==> src/rtl/m_store_buffer_pkg.sv <==
// Shared widths and the entry payload type for the M-stage store buffer.
package m_store_buffer_pkg;

  localparam int unsigned SB_DEPTH = 4;
  localparam int unsigned SB_WORD  = 30;
  localparam int unsigned SB_BE    = 4;
  localparam int unsigned SB_DATA  = 32;

  // One posted store: word address, lane enables and lane-positioned data.
  typedef struct packed {
    logic [SB_WORD-1:0] word;
    logic [SB_BE-1:0]   byteen;
    logic [SB_DATA-1:0] data;
  } sb_entry_t;

endpackage

==> src/rtl/m_store_buffer_sb_merge.sv <==
// Byte-lane merge of an incoming store into an existing entry.
module sb_merge
  import m_store_buffer_pkg::*;
(
  input  logic [SB_DATA-1:0] old_data,
  input  logic [SB_BE-1:0]   old_byteen,
  input  logic [SB_DATA-1:0] new_data,
  input  logic [SB_BE-1:0]   new_byteen,
  output logic [SB_DATA-1:0] merged_data,
  output logic [SB_BE-1:0]   merged_byteen
);

  // Incoming lanes overwrite, untouched lanes keep the old bytes.
  always_comb begin
    merged_data   = old_data;
    merged_byteen = old_byteen | new_byteen;
    for (int i = 0; i < int'(SB_BE); i++) begin
      if (new_byteen[i]) begin
        merged_data[8*i +: 8] = new_data[8*i +: 8];
      end
    end
  end

endmodule

==> src/rtl/m_store_buffer.sv <==
// Posted-write FIFO between the M-stage byte-enable unit and the data-memory port,
// with tail merging of same-word stores and a pending-store load hit flag.
module m_store_buffer
  import m_store_buffer_pkg::*;
#(
  parameter int unsigned DEPTH = SB_DEPTH
) (
  input  logic                     clk,
  input  logic                     reset,
  input  logic                     in_valid,
  input  logic [31:0]              in_addr,
  input  logic [3:0]               in_byteen,
  input  logic [31:0]              in_wdata,
  output logic                     full,
  output logic                     empty,
  output logic [$clog2(DEPTH):0]   count,
  input  logic                     ld_check,
  input  logic [31:0]              ld_addr,
  output logic                     ld_hit,
  output logic                     mem_valid,
  output logic [31:0]              mem_addr,
  output logic [3:0]               mem_byteen,
  output logic [31:0]              mem_wdata,
  input  logic                     mem_ready
);

  localparam int unsigned PW = $clog2(DEPTH);
  localparam int unsigned CW = PW + 1;

  sb_entry_t         ent_q [DEPTH];
  logic [DEPTH-1:0]  vld_q;
  logic [PW-1:0]     wr_ptr;
  logic [PW-1:0]     rd_ptr;
  logic [PW-1:0]     tail_idx;

  logic              in_act;
  logic              merge;
  logic              push;
  logic              pop;
  logic [SB_DATA-1:0] merged_data;
  logic [SB_BE-1:0]   merged_byteen;
  sb_entry_t         head;
  logic              hit_any;
  logic              unused_lsb;

  // Byte-offset bits play no part in word matching.
  assign unused_lsb = ^{in_addr[1:0], ld_addr[1:0]};

  // Status is derived from the registered occupancy count only.
  assign full      = (count == CW'(DEPTH));
  assign empty     = (count == CW'(0));
  assign mem_valid = !empty;

  // Push/merge/pop qualification; merge is judged against the pre-pop tail.
  assign tail_idx = wr_ptr - PW'(1);
  assign in_act   = in_valid && (in_byteen != 4'b0000);
  assign merge    = in_act && (count >= CW'(2)) && (in_addr[31:2] == ent_q[tail_idx].word);
  assign push     = in_act && !merge && !full;
  assign pop      = mem_valid && mem_ready;

  sb_merge u_merge (
    .old_data      (ent_q[tail_idx].data),
    .old_byteen    (ent_q[tail_idx].byteen),
    .new_data      (in_wdata),
    .new_byteen    (in_byteen),
    .merged_data   (merged_data),
    .merged_byteen (merged_byteen)
  );

  // Head presentation, forced to zero whenever nothing is pending.
  assign head       = ent_q[rd_ptr];
  assign mem_addr   = mem_valid ? {head.word, 2'b00} : 32'h0;
  assign mem_byteen = mem_valid ? head.byteen : 4'h0;
  assign mem_wdata  = mem_valid ? head.data : 32'h0;

  // Load hazard: any occupied entry holding the load's word.
  always_comb begin
    hit_any = 1'b0;
    for (int i = 0; i < int'(DEPTH); i++) begin
      if (vld_q[i] && (ent_q[i].word == ld_addr[31:2])) begin
        hit_any = 1'b1;
      end
    end
  end
  assign ld_hit = ld_check && hit_any;

  // Storage, valid bits, pointers and occupancy.
  always_ff @(posedge clk or negedge reset) begin
    if (!reset) begin
      for (int i = 0; i < int'(DEPTH); i++) begin
        ent_q[i] <= '0;
      end
      vld_q  <= '0;
      wr_ptr <= '0;
      rd_ptr <= '0;
      count  <= '0;
    end else begin
      if (push) begin
        ent_q[wr_ptr].word   <= in_addr[31:2];
        ent_q[wr_ptr].byteen <= in_byteen;
        ent_q[wr_ptr].data   <= in_wdata;
        vld_q[wr_ptr]        <= 1'b1;
        wr_ptr               <= wr_ptr + PW'(1);
      end
      if (merge) begin
        ent_q[tail_idx].byteen <= merged_byteen;
        ent_q[tail_idx].data   <= merged_data;
      end
      if (pop) begin
        vld_q[rd_ptr] <= 1'b0;
        rd_ptr        <= rd_ptr + PW'(1);
      end
      if (push && !pop) begin
        count <= count + CW'(1);
      end else if (pop && !push) begin
        count <= count - CW'(1);
      end
    end
  end

endmodule

==> config.mk <==
export PLATFORM = sky130hd
export DESIGN_NAME = m_store_buffer
export DESIGN_NICKNAME = d
export VERILOG_FILES = /design/src/rtl/m_store_buffer_pkg.sv /design/src/rtl/m_store_buffer_sb_merge.sv /design/src/rtl/m_store_buffer.sv
export SDC_FILE = /design/constraint.sdc
export NUM_CORES = 1
export LEC_CHECK = 0
export ABC_CLOCK_PERIOD_IN_PS = 6260
export CAP_MARGIN = 15
export CORE_MARGIN = 8
export CORE_UTILIZATION = 42
export DETAILED_ROUTE_END_ITERATION = 8
export HOLD_SLACK_MARGIN = 0.06
export PLACE_DENSITY = 0.65
export SLEW_MARGIN = 5
export SYNTH_ARGS = -nofsm -noshare
export SYNTH_HDL_FRONTEND = slang
export SYNTH_SLANG_ARGS = --single-unit
==> constraint.sdc <==
create_clock -name clk -period 6.26 [get_ports clk]
set_clock_uncertainty 0.1 [all_clocks]
set_input_delay 0.626 -clock clk [delete_from_list [all_inputs] [get_ports clk]]
set_output_delay 0.626 -clock clk [all_outputs]
set_load 0.005 [all_outputs]
==> results of run 1 <==
## worst max path at each step
stage          slack (ns)        to  cells after the start          from
2_1_floorplan        1.88  count[1]                     18     wr_ptr[0]
3_3_place_gp         1.38  count[1]                     12  in_byteen[2]
3_5_place_dp         1.32  count[1]                     12  in_byteen[2]
4_1_cts              1.38  count[1]                     13     wr_ptr[0]
5_1_grt              1.19  count[1]                     13     wr_ptr[0]
6_report             1.38  count[1]                     13     wr_ptr[0]
## per-stage QoR
step                hold WS [ns]  utilization [%]  total power [mW]
floorplan                  0.230                -              8.07
global placement           0.388             47.7              10.5
detailed placement         0.397             47.7              10.7
CTS                        0.410             50.6              12.8
global route               0.418             50.6              13.4
finish                     0.407             50.6              12.7
## cell families after synthesis
| logic type | count (synthesis) | synth area share [%] |
|---|---|---|
| fa+ha+maj | 10 | 0.770 |
| buf+inv | 134 | 3.62 |
| simple gates | 175 | 6.14 |
| compound gates | 332 | 15.7 |
| mux | 286 | 26.4 |
| xor+xnor | 146 | 7.42 |
| flops | 275 | 39.9 |
| other cells | 1 | 0.0218 |
## Yosys cell counts, types with 2 or more instances
cell / number / share of area (%)
dfrtp_1: 275 / 40
mux2_2: 144 / 9.4
o21a_1: 144 / 6.3
o22a_1: 144 / 7.3
mux4_2: 121 / 16
xnor2_1: 100 / 5.1
and2_1: 69 / 2.5
clkbuf_1: 49 / 1.1
xor2_1: 46 / 2.3
buf_2: 40 / 1.2
nand4_1: 28 / 1.0
mux2i_1: 21 / 1.2
nor4_1: 18 / 0.65
inv_1: 17 / 0.37
nand2_1: 17 / 0.37
buf_4: 15 / 0.65
o21ai_0: 15 / 0.44
buf_1: 10 / 0.22
ha_1: 9 / 0.65
nor2_1: 7 / 0.15
and3_1: 6 / 0.22
o2bb2ai_1: 6 / 0.30
a22oi_1: 5 / 0.22
or2_2: 5 / 0.18
nand2_2: 4 / 0.15
nand3_1: 4 / 0.12
nand3_2: 4 / 0.23
o21ai_4: 4 / 0.38
nor2b_1: 3 / 0.11
and4_1: 2 / 0.10
buf_6: 2 / 0.13
nand2b_1: 2 / 0.073
nor3_1: 2 / 0.058
o32ai_1: 2 / 0.10
## area by class of cell
type	count	area share (%)
multi-input combinational	951	47.4
sequential	275	33.5
timing repair buffer	204	9.89
clock buffer	44	4.61
tap	532	3.23
clock inverter	17	1.07
inverter	18	0.328
antenna	2	0.0243
## routing by layer
layer	global-route usage (%)	up-vias	wire (um)
li1	-	5438	-
met1	30.5	6597	22900
met2	36.7	516	25800
met3	4.30	108	4030
met4	8.06	2	1850
met5	0	-	13
## worst max-delay path, cell delays in order, from the launching register on
cell and delay [ns]:
dfrtp_4 0.41, clkinv_1 0.12, ha_4 0.64, mux2i_1 0.40, o2bb2ai_1 0.11, o21ai_0 0.33
nand4_1 0.29, or4_1 0.83, o211ai_1 0.43, inv_1 0.09, ha_1 0.23, inv_1 0.08
fa_1 0.40, mux2_2 0.27
## report_power, final
| part | internal, mW | switching (mW) | total, mW |
|---|---|---|---|
| combinational | 4.05 | 2.88 | 6.93 |
| sequential | 2.69 | 1.02 | 3.71 |
| clock | 1.28 | 0.796 | 2.08 |
| total | 8.02 | 4.69 | 12.7 |
==> impl_results.md, run 1 <==
* Die H at 219 um
* PnR worst setup slack at 1.38 ns
* Register area share after synthesis at 39.9%
* Htree depth at 2
* Worst setup SP type: flip-flop
* Pre-CTS WS at roughly 1.3 ns
* Worst Hold Launch: ent_q[99]
* Critical R2R Launch: wr_ptr[0]
* Routed Antenna Nets at 0
* Num rows at 74
* Synth Cell Area at 17200 um^2
* Dpl cells at approximately 2000
* WHS Path Cells at 1
* Hold Path Class: reg2reg
* Post-layout instance area at ~21000 um^2
* PortBufs at 173
* Setup_tns at 0 ns
* Commonest non-fill, non-tap cell in the layout: dfrtp_1
* TritonCTS Sinks at 275
* DRT Wirelength at approximately 55000 um
* Cts repair resizes at 0
* Clock Pin Slew Worst Setup and Hold Paths at 0.06 ns
* Total gr overflow at 0
* Largest net degree at the start of global routing at 133
* Die X at 219 um
* Postcts setup bufs at 0
* Cells after Synth at 1359
* Clock Tree Root: clkbuf_16
* Vias at 12700
* Critical Path RT at approximately 6.6 ns
* Top_reg_cell synth: dfrtp_1
* Number of CTS-inserted buffers at 34
* Count of different cell masters after synthesis at 53
* Final period utilization at around 78%
* Number of global-route vias before repair at around 13000
* Final layout net count at between 1500 and 2000
* Layout Cells excl Fill at 2043
* Most frequent cells in the layout: dfrtp_1, clkdlybuf4s50_1, mux2_2, o22a_1, o21a_1
* Syn. warnings at 0
* DRC violation total after the first TritonRoute iteration at 1056
* Proportion of synthesized flip-flops having asynchronous set or reset at between 90% and 100%
* Yosys reg bits at around 280
* Initial antenna violation count at 2
* PD cells at between 600 and 700 nW/um^2
* DRC errors left at 0
* Peak supply drop at 352 uV
* Fill count at around 3500
* Max-slew violations at 0
* Hpwl dp at between 30000 and 40000 um
* Crit end category: flip-flop
* Final hold vios at 0
* Worst reg-to-reg setup slack at 1.38 ns
* Slew at the pin closest to its max-slew limit at 0.920 ns
* Syn Area/Cell at 12.7 um^2
* CP Max Fanout at 30
* Setup Crit Path Kind: reg2reg
* Clock tree from TritonCTS: yes
* GPL Wtd Cong at 0.965
* Initial Utilization at 42.4%
* First-pass GRT wire length at 84200 um
* Hold Buf Count CTS at 1
* Worst skew pair latency at ~0.52 ns
* Fmax at 205 MHz
* Status: completed
* Vias per inst at 6.20
* Core Area at slightly above 40000 um^2
* Hold endpoint: ent_q[99]
* CP arrival at around 5.2 ns
* Syn-to-layout area delta at 19.4%
* Area taken by multi-input logic gates at 9750 um^2
* RR Endpoint: count[1]
* Max-capacitance violation count at 0
* Initial DRT Pass Iterations at 6
* Routed WL per cell at around 27 um
* Final min period at 4.88 ns
* Slew margin rel. at 38.7%
* RSZ-0062 raised after global routing: no
* Total die area at roughly 48000 um^2
* Storage element area at 6890 um^2
* Setup-failing EPs final at 0
* Number of enable flip-flop cells after synthesis at 0
* Share of cells above drive strength 1 at 24.9%
* Longest Clk Path Bufs at 3
* Area after DPL at 19400 um^2
* GR Util All Layers at 22.8%
* Worst r2r path cells at 13
* Top Ports at 180
* Pleak at 7.56 nW
Note: power is estimated with default switching activity, not from simulation.
==> run 2: changes to the inputs <==
--- a/config.mk
+++ b/config.mk
@@ -5,7 +5,7 @@
 export SDC_FILE = /design/constraint.sdc
 export NUM_CORES = 1
 export LEC_CHECK = 0
-export ABC_CLOCK_PERIOD_IN_PS = 6260
+export ABC_CLOCK_PERIOD_IN_PS = 4500
 export CAP_MARGIN = 15
 export CORE_MARGIN = 8
 export CORE_UTILIZATION = 42
==> constraint.sdc (replaced) <==
create_clock -name clk -period 4.5 [get_ports clk]
set_clock_uncertainty 0.1 [all_clocks]
set_input_delay 0.45 -clock clk [delete_from_list [all_inputs] [get_ports clk]]
set_output_delay 0.45 -clock clk [all_outputs]
set_load 0.005 [all_outputs]
==> run 2 against run 1 <==
Compared with the run above: hold slack barely moved; first-iteration DRC count shrank 3.2%; via count increased by 0.85%; sequential share of layout area about the same; critical path depth unchanged.
==> impl_results.md, run 2 (synthesis gave the netlist of run 1 again) <==
* CP arrival at roughly 4.6 ns
* Number of CTS-inserted buffers at 31
* Hpwl dp at 35700 um
* Power, Total at 17.4 mW
* Peak supply drop at 467 uV
* Htree depth at 1
* Routed WL per cell at ~27 um
* Hold Buf Count CTS at 1
* Core Area at 40600 um^2
* Slew margin rel. at 43.0%
* Vias per inst at 6.22
* DRC errors left at 0
* Worst r2r path cells at 13
* Initial Utilization at 42.4%
* Most frequent cells in the layout: dfrtp_1, clkdlybuf4s50_1, mux2_2, o22a_1, o21a_1
* Worst Setup EP: count[1]
* GR Util All Layers at 22.6%
* Longest Clk Path Bufs at 3
* Commonest non-fill, non-tap cell in the layout: dfrtp_1
* Fmax at 234 MHz
* Slew at the pin closest to its max-slew limit at 0.855 ns
* Area taken by multi-input logic gates at slightly below 10000 um^2
* Worst Setup SP: wr_ptr[0]
* Clock Tree Root: clkbuf_16
* Switching pwr at ~6.5 mW
* Critical R2R Launch: wr_ptr[0]
* Worst setup SP type: flip-flop
* Cts repair resizes at 0
* Total die area at 47800 um^2
* Num rows at 74
* Setup-failing EPs final at 0
* TritonCTS Sinks at roughly 280
* Max-capacitance violation count at 0
* First-pass GRT wire length at 83600 um
* Routed Antenna Nets at 0
* DRT Wirelength at about 55000 um
* Total gr overflow at 0
* Vias at about 13000
* Crit end category: flip-flop
* RSZ-0062 raised after global routing: no
* Number of global-route vias before repair at 13200
* DRC violation total after the first TritonRoute iteration at 1022
* Share of cells above drive strength 1 at 25.2%
* Clock Pin Slew Worst Setup and Hold Paths at 0.06 ns
* Ant. Diodes at 0
* RR Endpoint: count[1]
* Final period utilization at 94.9%
* Clock power frac at 14.4%
* GPL Wtd Cong at between 0.9 and 1
* Internal power at 10.9 mW
* Hold Path Class: in2async
* CP Max Fanout at 20
* Status: completed
* Worst reg-to-reg setup slack at 0.23 ns
* Top Ports at 180
* Initial antenna violation count at 0
* Die X at 219 um
* Die H at 219 um
* PortBufs at ~170
* Fill count at between 3000 and 4000
* Max-slew violations at 0
* PD cells at between 800 and 900 nW/um^2
* Clock tree from TritonCTS: yes
* Storage element area at roughly 7000 um^2
* Postcts setup bufs at 0
* Largest net degree at the start of global routing at 113
* Final hold vios at 0
* Initial DRT Pass Iterations at 5
* Critical Path RT at slightly below 5 ns
* Switching Share at 37.4%
* Setup_tns at 0 ns
* Logic gate share of total power at 56.2%
* Flop pwr share at 29.4%
* Syn-to-layout area delta at 19.3%
* Final layout net count at 1614
* Pleak at roughly 7.6 nW
* Final min period at 4.27 ns
* Setup Crit Path Kind: reg2reg
* Worst skew pair latency at 0.58 ns
-- run 2: cell count changes in the layout (fill, tap and decap cells not counted), sizes merged --
cell,previous run,this run
buf,31,49
clkinv,10,5
bufinv,5,1
clkbuf,44,48
diode,2,0
inv,19,18
-- run 2: worst min path at each step --
stage / startpoint / end / slack (ns) / cells after the start
finish: reset / async pin / 0.41 / 2
global route: ent_q[88] / ent_q[88] / 0.43 / 1
CTS: ent_q[96] / ent_q[96] / 0.41 / 1
detailed placement: ent_q[82] / ent_q[82] / 0.40 / 1
global placement: ent_q[202] / ent_q[202] / 0.39 / 1
floorplan: reset / async pin / 0.05 / 0
-- run 2: critical path: stages, from the launching register on --
cell      delay, ns
dfrtp_4        0.43
clkinv_1       0.12
ha_4           0.48
buf_12         0.24
mux4_2         0.33
xnor2_1        0.22
nand4_1        0.24
or4_1          0.65
o211ai_1       0.29
inv_1          0.08
ha_1           0.23
inv_1          0.08
fa_1           0.40
mux2_2         0.26
-- run 2: area by class of cell --
type                       count  share of cell area, %
clock buffer                  48                   4.47
clock inverter                 7                  0.322
inverter                      18                  0.329
multi-input combinational    951                   47.4
sequential                   275                   33.5
tap                          532                   3.24
timing repair buffer         222                   10.7
-- run 2: per-stage QoR --
stage | hold WS [ns] | instances | area (um^2) | utilization (%) | setup WS (ns)
2_1_floorplan | 0.0544 | 1360 | 17200 | - | 0.118
3_3_place_gp | 0.386 | 1997 | 19600 | 48.1 | 0.275
3_5_place_dp | 0.397 | 1997 | 19600 | 48.1 | 0.287
4_1_cts | 0.410 | 2053 | 20600 | 50.6 | 0.255
5_1_grt | 0.428 | 2053 | 20600 | 50.6 | 0.0447
6_report | 0.407 | 2053 | 20600 | 50.6 | 0.227
-- run 2: layer usage --
layer | up-vias | global-route usage [%] | wire length [um]
li1 | 5485 | - | -
met1 | 6625 | 30.6 | 22700
met4 | 0 | 7.01 | 1610
met2 | 562 | 36.9 | 26300
met3 | 96 | 3.53 | 4020
met5 | - | 0 | 0
-- run 2: power by group through the flow --
stage | Sequential (mW) | Combinational [mW] | Clock (mW)
detailed placement | 5.13 | 9.81 | 0
CTS | 5.09 | 9.87 | 2.54
finish | 5.12 | 9.79 | 2.51
global placement | 5.04 | 9.73 | 0
floorplan | 4.57 | 6.66 | 0
global route | 5.31 | 10.4 | 2.65
